## config.mk

```make
export PLATFORM = sky130hd
export DESIGN_NAME = id_hazard_controller
export DESIGN_NICKNAME = d
export VERILOG_FILES = /design/src/rtl/id_hazard_controller_pkg.sv /design/src/rtl/id_hazard_controller_hazard_match.sv /design/src/rtl/id_hazard_controller.sv
export SDC_FILE = /design/constraint.sdc
export NUM_CORES = 1
export LEC_CHECK = 0
export BUFFER_PORTS_ARGS = -buffer_cell sky130_fd_sc_hd__buf_4
export CORE_MARGIN = 3
export CORE_UTILIZATION = 52
export CTS_BUF_LIST = sky130_fd_sc_hd__clkbuf_2 sky130_fd_sc_hd__clkbuf_4 sky130_fd_sc_hd__clkbuf_8
export CTS_CLUSTER_DIAMETER = 30
export DETAILED_ROUTE_END_ITERATION = 16
export GPL_TIMING_DRIVEN = 0
export PLACE_DENSITY_LB_ADDON = 0.25
export REMOVE_ABC_BUFFERS = 1
export SYNTH_ARGS = -nofsm -noshare
export SYNTH_HDL_FRONTEND = slang
export SYNTH_HIERARCHICAL = 1
export SYNTH_SLANG_ARGS = --single-unit
```

## constraint.sdc

```tcl
create_clock -name Clk -period 3.41 [get_ports Clk]
set_input_delay 0.5115 -clock Clk [delete_from_list [all_inputs] [get_ports Clk]]
set_output_delay 0.5115 -clock Clk [all_outputs]
set_load 0.02 [all_outputs]
```

## src/rtl/id_hazard_controller_pkg.sv

```systemverilog
// Shared encodings and defaults for the decode-stage hazard controller.
`default_nettype none
package id_hazard_controller_pkg;

   typedef enum logic {
      RUN   = 1'b0,
      STALL = 1'b1
   } state_t;

   localparam logic [4:0]  REG_ZERO           = 5'd0;
   localparam int unsigned DEF_LOAD_BR_STALLS = 2;
   localparam int unsigned DEF_CNT_W          = 32;

endpackage
`default_nettype wire

```

## src/rtl/id_hazard_controller_hazard_match.sv

```systemverilog
// Combinational producer/consumer comparator for the ID-stage source registers.
`default_nettype none
module id_hazard_controller_hazard_match
   import id_hazard_controller_pkg::*;
(
   input  logic       id_uses_rs,
   input  logic       id_uses_rt,
   input  logic [4:0] id_rs,
   input  logic [4:0] id_rt,
   input  logic       ex_reg_write,
   input  logic [4:0] ex_write_reg,
   input  logic       mem_reg_write,
   input  logic [4:0] mem_write_reg,
   output logic       ex_match_rs,
   output logic       ex_match_rt,
   output logic       mem_match_rs,
   output logic       mem_match_rt
);

   // $0 is hardwired, so a write to it can never be a true dependency.
   assign ex_match_rs  = id_uses_rs && ex_reg_write  && (ex_write_reg  == id_rs) && (id_rs != REG_ZERO);
   assign ex_match_rt  = id_uses_rt && ex_reg_write  && (ex_write_reg  == id_rt) && (id_rt != REG_ZERO);
   assign mem_match_rs = id_uses_rs && mem_reg_write && (mem_write_reg == id_rs) && (id_rs != REG_ZERO);
   assign mem_match_rt = id_uses_rt && mem_reg_write && (mem_write_reg == id_rt) && (id_rt != REG_ZERO);

endmodule
`default_nettype wire

```

## src/rtl/id_hazard_controller.sv

```systemverilog
// Decode-stage hazard controller: stall/bubble sequencing, ID forwarding selects and IF flush.
`default_nettype none
module id_hazard_controller
   import id_hazard_controller_pkg::*;
#(
   parameter int unsigned CNT_W          = DEF_CNT_W,
   parameter int unsigned LOAD_BR_STALLS = DEF_LOAD_BR_STALLS
)(
   input  logic             Clk,
   input  logic             Reset,
   input  logic [4:0]       ID_Rs,
   input  logic [4:0]       ID_Rt,
   input  logic             ID_UsesRs,
   input  logic             ID_UsesRt,
   input  logic             ID_Branch,
   input  logic             ID_JumpReg,
   input  logic             EX_RegWrite,
   input  logic             EX_MemRead,
   input  logic [4:0]       EX_WriteReg,
   input  logic             MEM_RegWrite,
   input  logic             MEM_MemRead,
   input  logic [4:0]       MEM_WriteReg,
   input  logic             BranchOut,
   input  logic             Jump,
   output logic             PCWrite,
   output logic             IFIDWrite,
   output logic             FlushControl,
   output logic             IFFlush,
   output logic             ForwardE,
   output logic             ForwardF,
   output logic             Stalling,
   output logic [CNT_W-1:0] StallCycles
);

   localparam logic [1:0] LOAD_N = 2'(LOAD_BR_STALLS);

   logic ex_match_rs, ex_match_rt, mem_match_rs, mem_match_rt;
   logic ex_match, mem_match, br_use;
   logic [1:0] demand;
   logic stall_now;

   state_t            state_q, state_d;
   logic [1:0]        cnt_q, cnt_d;
   logic [CNT_W-1:0]  stall_cycles_q, stall_cycles_d;

   id_hazard_controller_hazard_match u_hazard_match (
      .id_uses_rs    (ID_UsesRs),
      .id_uses_rt    (ID_UsesRt),
      .id_rs         (ID_Rs),
      .id_rt         (ID_Rt),
      .ex_reg_write  (EX_RegWrite),
      .ex_write_reg  (EX_WriteReg),
      .mem_reg_write (MEM_RegWrite),
      .mem_write_reg (MEM_WriteReg),
      .ex_match_rs   (ex_match_rs),
      .ex_match_rt   (ex_match_rt),
      .mem_match_rs  (mem_match_rs),
      .mem_match_rt  (mem_match_rt)
   );

   assign ex_match  = ex_match_rs || ex_match_rt;
   assign mem_match = mem_match_rs || mem_match_rt;
   assign br_use    = ID_Branch || ID_JumpReg;

   always_comb begin
      demand = 2'd0;
      if (br_use && ex_match && EX_MemRead)
         demand = LOAD_N;
      else if (br_use && ex_match)
         demand = 2'd1;
      else if (br_use && mem_match && MEM_MemRead)
         demand = 2'd1;
      else if (!br_use && ex_match && EX_MemRead)
         demand = 2'd1;
   end

   // cnt_q holds the stall cycles still owed, including the current STALL cycle.
   always_comb begin
      state_d   = state_q;
      cnt_d     = cnt_q;
      stall_now = 1'b0;
      case (state_q)
         RUN: begin
            if (demand != 2'd0) begin
               stall_now = 1'b1;
               if ((demand - 2'd1) != 2'd0) begin
                  state_d = STALL;
                  cnt_d   = demand - 2'd1;
               end
            end
         end
         STALL: begin
            stall_now = 1'b1;
            if (cnt_q <= 2'd1) begin
               state_d = RUN;
               cnt_d   = 2'd0;
            end else begin
               cnt_d = cnt_q - 2'd1;
            end
         end
         default: begin
            state_d = RUN;
            cnt_d   = 2'd0;
         end
      endcase
   end

   always_comb begin
      stall_cycles_d = stall_cycles_q;
      if (stall_now && !(&stall_cycles_q))
         stall_cycles_d = stall_cycles_q + {{(CNT_W-1){1'b0}}, 1'b1};
   end

   always_ff @(posedge Clk or posedge Reset) begin
      if (Reset) begin
         state_q        <= RUN;
         cnt_q          <= 2'd0;
         stall_cycles_q <= '0;
      end else begin
         state_q        <= state_d;
         cnt_q          <= cnt_d;
         stall_cycles_q <= stall_cycles_d;
      end
   end

   assign PCWrite      = !stall_now;
   assign IFIDWrite    = !stall_now;
   assign FlushControl = stall_now;
   assign Stalling     = stall_now;
   // Forward selects are meaningless while the consumer is being held, so mask them.
   assign ForwardE     = mem_match_rs && !MEM_MemRead && !stall_now;
   assign ForwardF     = mem_match_rt && !MEM_MemRead && !stall_now;
   assign IFFlush      = ((BranchOut && ID_Branch) || Jump) && !stall_now;
   assign StallCycles  = stall_cycles_q;

endmodule
`default_nettype wire

```

Yosys cells after proc, flatten, opt, wreduce, memory -nomap -nowiden:

Index checks and enable logic that the tools add are counted.

* register bits after elaboration: 35
* output and inout bits: 39

* add/sub/neg operators: 3
* order comparisons: 1
* eq/ne operators: 6
* multiplexer cells: 14
* bitwise operators: 1
* reduce and logical (&&, ||, !) cells: 39

Operator list (number)
* 32-bit by 1-bit adder with 32-bit output (second input constant): 1
* 32-bit AND reduction: 1
* 1-bit logical AND: 25
* 5-bit equality test: 4
* 5-bit nonzero test: 2
* 2-bit 2-to-1 mux: 4
* 1-bit 2-to-1 mux: 7
* 1-bit zero test: 4
* 1-bit logical OR: 4
* 2-bit != test (second input constant): 2
* 1-bit one-hot mux with 2 select lines: 2
* 2-bit one-hot mux with 2 select lines: 1
* 2-bit nonzero test: 2
* 2-bit by 1-bit subtractor with 2-bit output (second input constant): 2
* 2-bit by 1-bit <= comparator with 1-bit output (second input constant): 1
* 2-bit AND reduction: 1
* 1-bit inverter: 1

Depth between registers and ports, before layout:

* depth in word-level cells: 15
* mapped depth: 13
* gate-level depth less buffers: 13

Hierarchy:

Netlist, hierarchy kept.

Modules (own cells, without submodules)
* id_hazard_controller: instances 1, cells an instance 169, area each 1808.0 um^2, seq. area each 875.8 um^2
* id_hazard_controller_hazard_match: instances 1, cells an instance 36, area each 267.8 um^2, seq. area each 0.0 um^2

Worst setup path after synthesis:

OpenSTA, ideal clock, no wires.

* path type: input-to-output
* start point: in ID_Rt[0]
* end point: out ForwardE
* arrival time: 3314 ps
* slack: -416 ps
* cell stages on the path: 10
* path through: or4_1 o21ai_2 nor3_1 nor2_1 nor2b_1 o21ai_0 ha_1 nor2b_1 inv_1 nor3b_1

* longest elaborated chain between the ends: 15

RTL lines
* start, declared: RTL line id_hazard_controller.sv:12 `input logic [4:0] ID_Rt,`
* 5-bit equality test: RTL line id_hazard_controller_hazard_match.sv:22 `assign ex_match_rt = id_uses_rt && ex_reg_write && (ex_write_reg == id_rt) && (id_rt != REG_ZERO);`
* 1-bit logical AND: RTL line id_hazard_controller_hazard_match.sv:22
* 1-bit logical AND (*): RTL line id_hazard_controller_hazard_match.sv:22
* named net ex_match_rt: RTL line id_hazard_controller.sv:37 `logic ex_match_rs, ex_match_rt, mem_match_rs, mem_match_rt;`
* 1-bit logical OR (*): RTL line id_hazard_controller.sv:61 `assign ex_match = ex_match_rs || ex_match_rt;`
* 1-bit logical AND (2 in a row): RTL line id_hazard_controller.sv:73 `else if (!br_use && ex_match && EX_MemRead)`
* 1-bit 2-to-1 mux: RTL line id_hazard_controller.sv:73
* 1-bit 2-to-1 mux: RTL line id_hazard_controller.sv:71 `else if (br_use && mem_match && MEM_MemRead)`
* 1-bit 2-to-1 mux: RTL line id_hazard_controller.sv:69 `else if (br_use && ex_match)`
* 2-bit 2-to-1 mux (*): RTL line id_hazard_controller.sv:67 `if (br_use && ex_match && EX_MemRead)`
* 2-bit nonzero test (*): RTL line id_hazard_controller.sv:84 `if (demand != 2'd0) begin`
* 1-bit 2-to-1 mux (*): RTL line id_hazard_controller.sv:84
* 1-bit one-hot mux with 2 select lines (*): RTL line id_hazard_controller.sv:82 `case (state_q)`
* 1-bit zero test (*)
* named net IFIDWrite: RTL line id_hazard_controller.sv:26 `output logic IFIDWrite,`
* 1-bit logical AND (*): RTL line id_hazard_controller.sv:131 `assign ForwardE = mem_match_rs && !MEM_MemRead && !stall_now;`
* end, declared: RTL line id_hazard_controller.sv:29 `output logic ForwardE,`

Mark *: on every way through the listed nets, which the timed path passes. The rest lies on a longest branch.

Worst setup path after layout:

* start point: in ID_Rt[0]
* end point: out IFFlush

* longest elaborated chain between the ends: 15

RTL lines
* 5-bit equality test: RTL line id_hazard_controller_hazard_match.sv:22
* 1-bit logical AND: RTL line id_hazard_controller_hazard_match.sv:22
* 1-bit logical AND (*): RTL line id_hazard_controller_hazard_match.sv:22
* named net ex_match_rt: RTL line id_hazard_controller.sv:37
* 1-bit logical OR (*): RTL line id_hazard_controller.sv:61
* 1-bit logical AND (2 in a row): RTL line id_hazard_controller.sv:73
* 1-bit 2-to-1 mux: RTL line id_hazard_controller.sv:73
* 1-bit 2-to-1 mux: RTL line id_hazard_controller.sv:71
* 1-bit 2-to-1 mux: RTL line id_hazard_controller.sv:69
* 2-bit 2-to-1 mux (*): RTL line id_hazard_controller.sv:67
* 2-bit nonzero test (*): RTL line id_hazard_controller.sv:84
* 1-bit 2-to-1 mux (*): RTL line id_hazard_controller.sv:84
* 1-bit one-hot mux with 2 select lines (*): RTL line id_hazard_controller.sv:82
* 1-bit zero test (*): RTL line id_hazard_controller.sv:133 `assign IFFlush = ((BranchOut && ID_Branch) || Jump) && !stall_now;`
* 1-bit logical AND (*): RTL line id_hazard_controller.sv:133
* end, declared: RTL line id_hazard_controller.sv:28 `output logic IFFlush,`

Marks and branches as above.

==> flow_metrics.py <==
metrics = {
    "outcome": {
        "result_of_the_run": "finished clean",
    },
    "routing": {
        "detail_route.wl_per_cell_um": 15.3,
        "detail_route.first_pass.iterations": 4,
        "routed_via_density": 5.54,
        "drcViolationCount": 0,
        "detail_route.iter0.violations": 60,
        "ant_nets": 0,
        "routed_wl_um": 5070,
        "via_count": 1839,
    },
    "synthesis": {
        "ys.warnings.count": 6,
        "post_synth_inst_count": 205,
        "number_of_distinct_library_cells_after_synthesis": 40,
        "ys_top_cells_by_area": "dfrtp_1 42%, xnor2_1 19%, nand4_1 6.0%, nand3_1 3.1%, nand2_1 2.7%",
        "synth-main-ff-cell": "dfrtp_1",
        "synth_enable_flop_cells": 0,
        "synth_largest_area_cell": "dfrtp_1",
        "yosysSeqAreaShare_pct": 42.2,
        "postSynthRegisterBits": 35,
        "asyncSetResetFlopFracSynth_pct": 100,
        "post-synth-top-area-fraction_pct": 42.2,
        "post_synth.cell_area_avg_sq_um": 10.1,
        "post_synth_instance_area_sq_um": 2080,
    },
    "die": {
        "floorplan.initialDensity_pct": 55.4,
        "die_w_um": 69.2,
        "design.core.area_sq_um": 3740,
        "num_rows": 22,
        "die_y_um": 69.2,
        "die_area_sq_um": 4790,
        "design.portCount": 71,
    },
    "clock_network": {
        "path_clk_slew_ns": 0.07,
        "hold_buffers_post_cts": 0,
        "cts_num_sinks": 35,
        "cts_root_buffer": "clkbuf_8",
        "ctsHtreeMaxLevel": 2,
        "cts-root-to-sink-buffers": 2,
        "cts_buffers": 5,
        "cts_tree": "yes",
        "clk_latency_ns": 0.29,
    },
    "run": {
        "maxCapViolCount": 0,
    },
    "timing": {
        "report.final.hold_viol_count": 0,
        "post_layout_worst_setup_margin_ns": 0.116,
        "drv_slew": 0,
        "grt_setup_unrepaired": "yes",
        "max_clk_rate_mhz": 304,
        "finalSetupViolations": 0,
        "final.period_utilization_pct": 96.6,
        "slew-limit-headroom_pct": 64.6,
        "post-route-min-period_ns": 3.29,
        "worst_pin_slew_ns": 0.529,
        "finalClockSkew_ns": 0.00621,
    },
    "pwr": {
        "power.total_mw": 1.00,
        "power.density_cell_area_nw_per_um2": 359,
        "max_ir_drop_vdd_mv": 0.274,
        "p_leak_nw": 1.26,
    },
    "cells_and_area": {
        "drive_above_1_share_pct": 35.2,
        "layout.filler_cells": 282,
        "layout.nets": 318,
        "area_growth_from_synthesis_to_layout_pct": 34.7,
        "utilization_pct": 74.7,
        "layoutNonFillerInstCount": 332,
        "antenna_cells_inserted": 0,
    },
    "grt": {
        "grt_pass1_vias": 1841,
        "grt_first_pass_wirelength_um": 8330,
        "global_route.usage.total_pct": 21.2,
        "grt_overflow_total": 0,
        "pin_count_of_the_biggest_net_entering_global_routing": 36,
        "number_of_antenna_violations_at_the_first_check_in_global_routing": 0,
    },
    "placement": {
        "detailedPlacementHpwl_um": 3750,
        "dp.cells": 320,
        "dpl_worst_slack_ns": -0.334,
        "placement.io_buffers": 70,
        "gp_congestion": 0.760,
    },
    "setup_path": {
        "worst_path_dominant_cell_family": "simple AND/OR/NAND/NOR gates",
        "criticalPathCategory": "in -> out",
        "cp_common_cell": "buf_4",
        "end_kind": "output pin",
        "timing.critical_path.arrival_ns": 2.78,
        "timing.critical_path.from_type": "input pin",
        "crit_path_max_fanout": 5,
        "worstPathBufferInverterCount": 4,
        "timing.critical_path.required_ns": 2.90,
        "crit_path_max_incr_delay_ns": 0.53,
        "timing.critical_path.cells": "buf_4 -> or4_1 -> o21ai_2 -> nor3_1 -> nor2_1 -> nor2b_1 -> o21ai_0 -> ha_1 -> nor2b_4 -> clkinvlp_4 -> buf_4 -> nor2_1 -> buf_4",
        "worst_path_max_delay_cell": "or4_1",
    },
    "hold_path": {
        "hold_class": "in -> async",
    },
}
-- per-layer routing --
metal	global-route usage, %	vias to the layer above	wire (um)
met5	0	-	0
met4	6.94	0	95
met3	5.94	9	371
met2	36.1	72	2550
met1	25.8	877	2050
li1	-	881	-
-- stage by stage --
step | hold slack [ns] | cell area [sq um] | setup TNS [ns]
2_1_floorplan | 0.441 | 2050 | -4.77
3_5_place_dp | 0.465 | 2640 | -1.96
4_1_cts | 0.480 | 2730 | 0
3_3_place_gp | 0.466 | 2640 | -1.11
5_1_grt | 0.160 | 2800 | -0.134
6_report | 0.150 | 2800 | 0
-- report_power, final --
group	switching [mW]	internal (mW)	total [mW]	leakage, nW
Combinational	0.107	0.108	0.215	0.737
Sequential	0.0413	0.446	0.487	0.474
Clock	0.143	0.158	0.301	0.0470
-- synth_stat cells, types with 2 or more instances --
| cell type | instances |
|---|---|
| xnor2_1 | 44 |
| dfrtp_1 | 35 |
| nand4_1 | 20 |
| nand2_1 | 15 |
| nor2_1 | 14 |
| nand3_1 | 13 |
| and3_1 | 6 |
| xor2_1 | 6 |
| inv_1 | 5 |
| nor3_1 | 5 |
| o21ai_0 | 4 |
| nor2b_1 | 3 |
| a21oi_1 | 2 |
| buf_4 | 2 |
| ha_1 | 2 |
| nor3_2 | 2 |
| nor3b_1 | 2 |
| o21ai_2 | 2 |
| or4_1 | 2 |
-- logic make-up after synthesis --
kind of cell | Yosys count | synth area share, %
AND/OR/NAND/NOR | 94 | 26.8
XOR/XNOR | 50 | 21.1
flip-flops | 35 | 42.2
AO/OA/AOI/OAI | 13 | 4.94
buffers and inverters | 8 | 2.17
multiplexers | 3 | 1.57
adder cells (fa/ha/maj) | 2 | 1.21
-- state kept, by name, indices dropped and copies added (netlist names) --
name,flops
state_q,1
StallCycles,32
cnt_q,2
-- repair_timing --
action,in CTS,in global routing
gates resized for setup,2,2
endpoints found under the setup margin,5,3
setup buffers,0,4
cloned,0,0
hold endpoints to repair,0,0
-- worst paths after layout --
check                      cells after the start         endpoint  slack [ns]            from
max reg2reg                                    5   StallCycles[1]        1.40  StallCycles[0]
max in group asynchronous                      3   StallCycles[5]        2.84           Reset
min in group Clk                               1         cnt_q[0]        0.49        cnt_q[0]
min                                            2  StallCycles[30]        0.15           Reset
min reg2reg                                    1         cnt_q[0]        0.49        cnt_q[0]
max                                           13          IFFlush        0.12        ID_Rt[0]
-- cell type report --
type / instances / area [sq um] / area share, %
clock buffer: 6 / 82.6 / 2.95
clock inverter: 1 / 5.00 / 0.179
timing repair buffer: 75 / 576 / 20.6
inverter: 5 / 22.5 / 0.806
tap: 48 / 60.1 / 2.15
multi-input combinational: 162 / 1170 / 42.0
sequential: 35 / 876 / 31.3
-- cells in the final DEF, fill, tap and decap left out, types with 2 or more instances in the layout --
cell type  instances
buf_4             74
a21oi_1            2
nor3_2             2
o21ai_2            2
inv_1              3
ha_1               2
nor3_1             5
o21ai_0            4
dfrtp_1           35
nand3_1           13
xor2_1             6
nor2_1            14
nand2_1           15
or4_1              2
and3_1             6
clkbuf_8           6
nor2b_1            2
nor3b_1            2
nand4_1           20
xnor2_1           44
No activity file was read; power rests on OpenSTA's default activity.
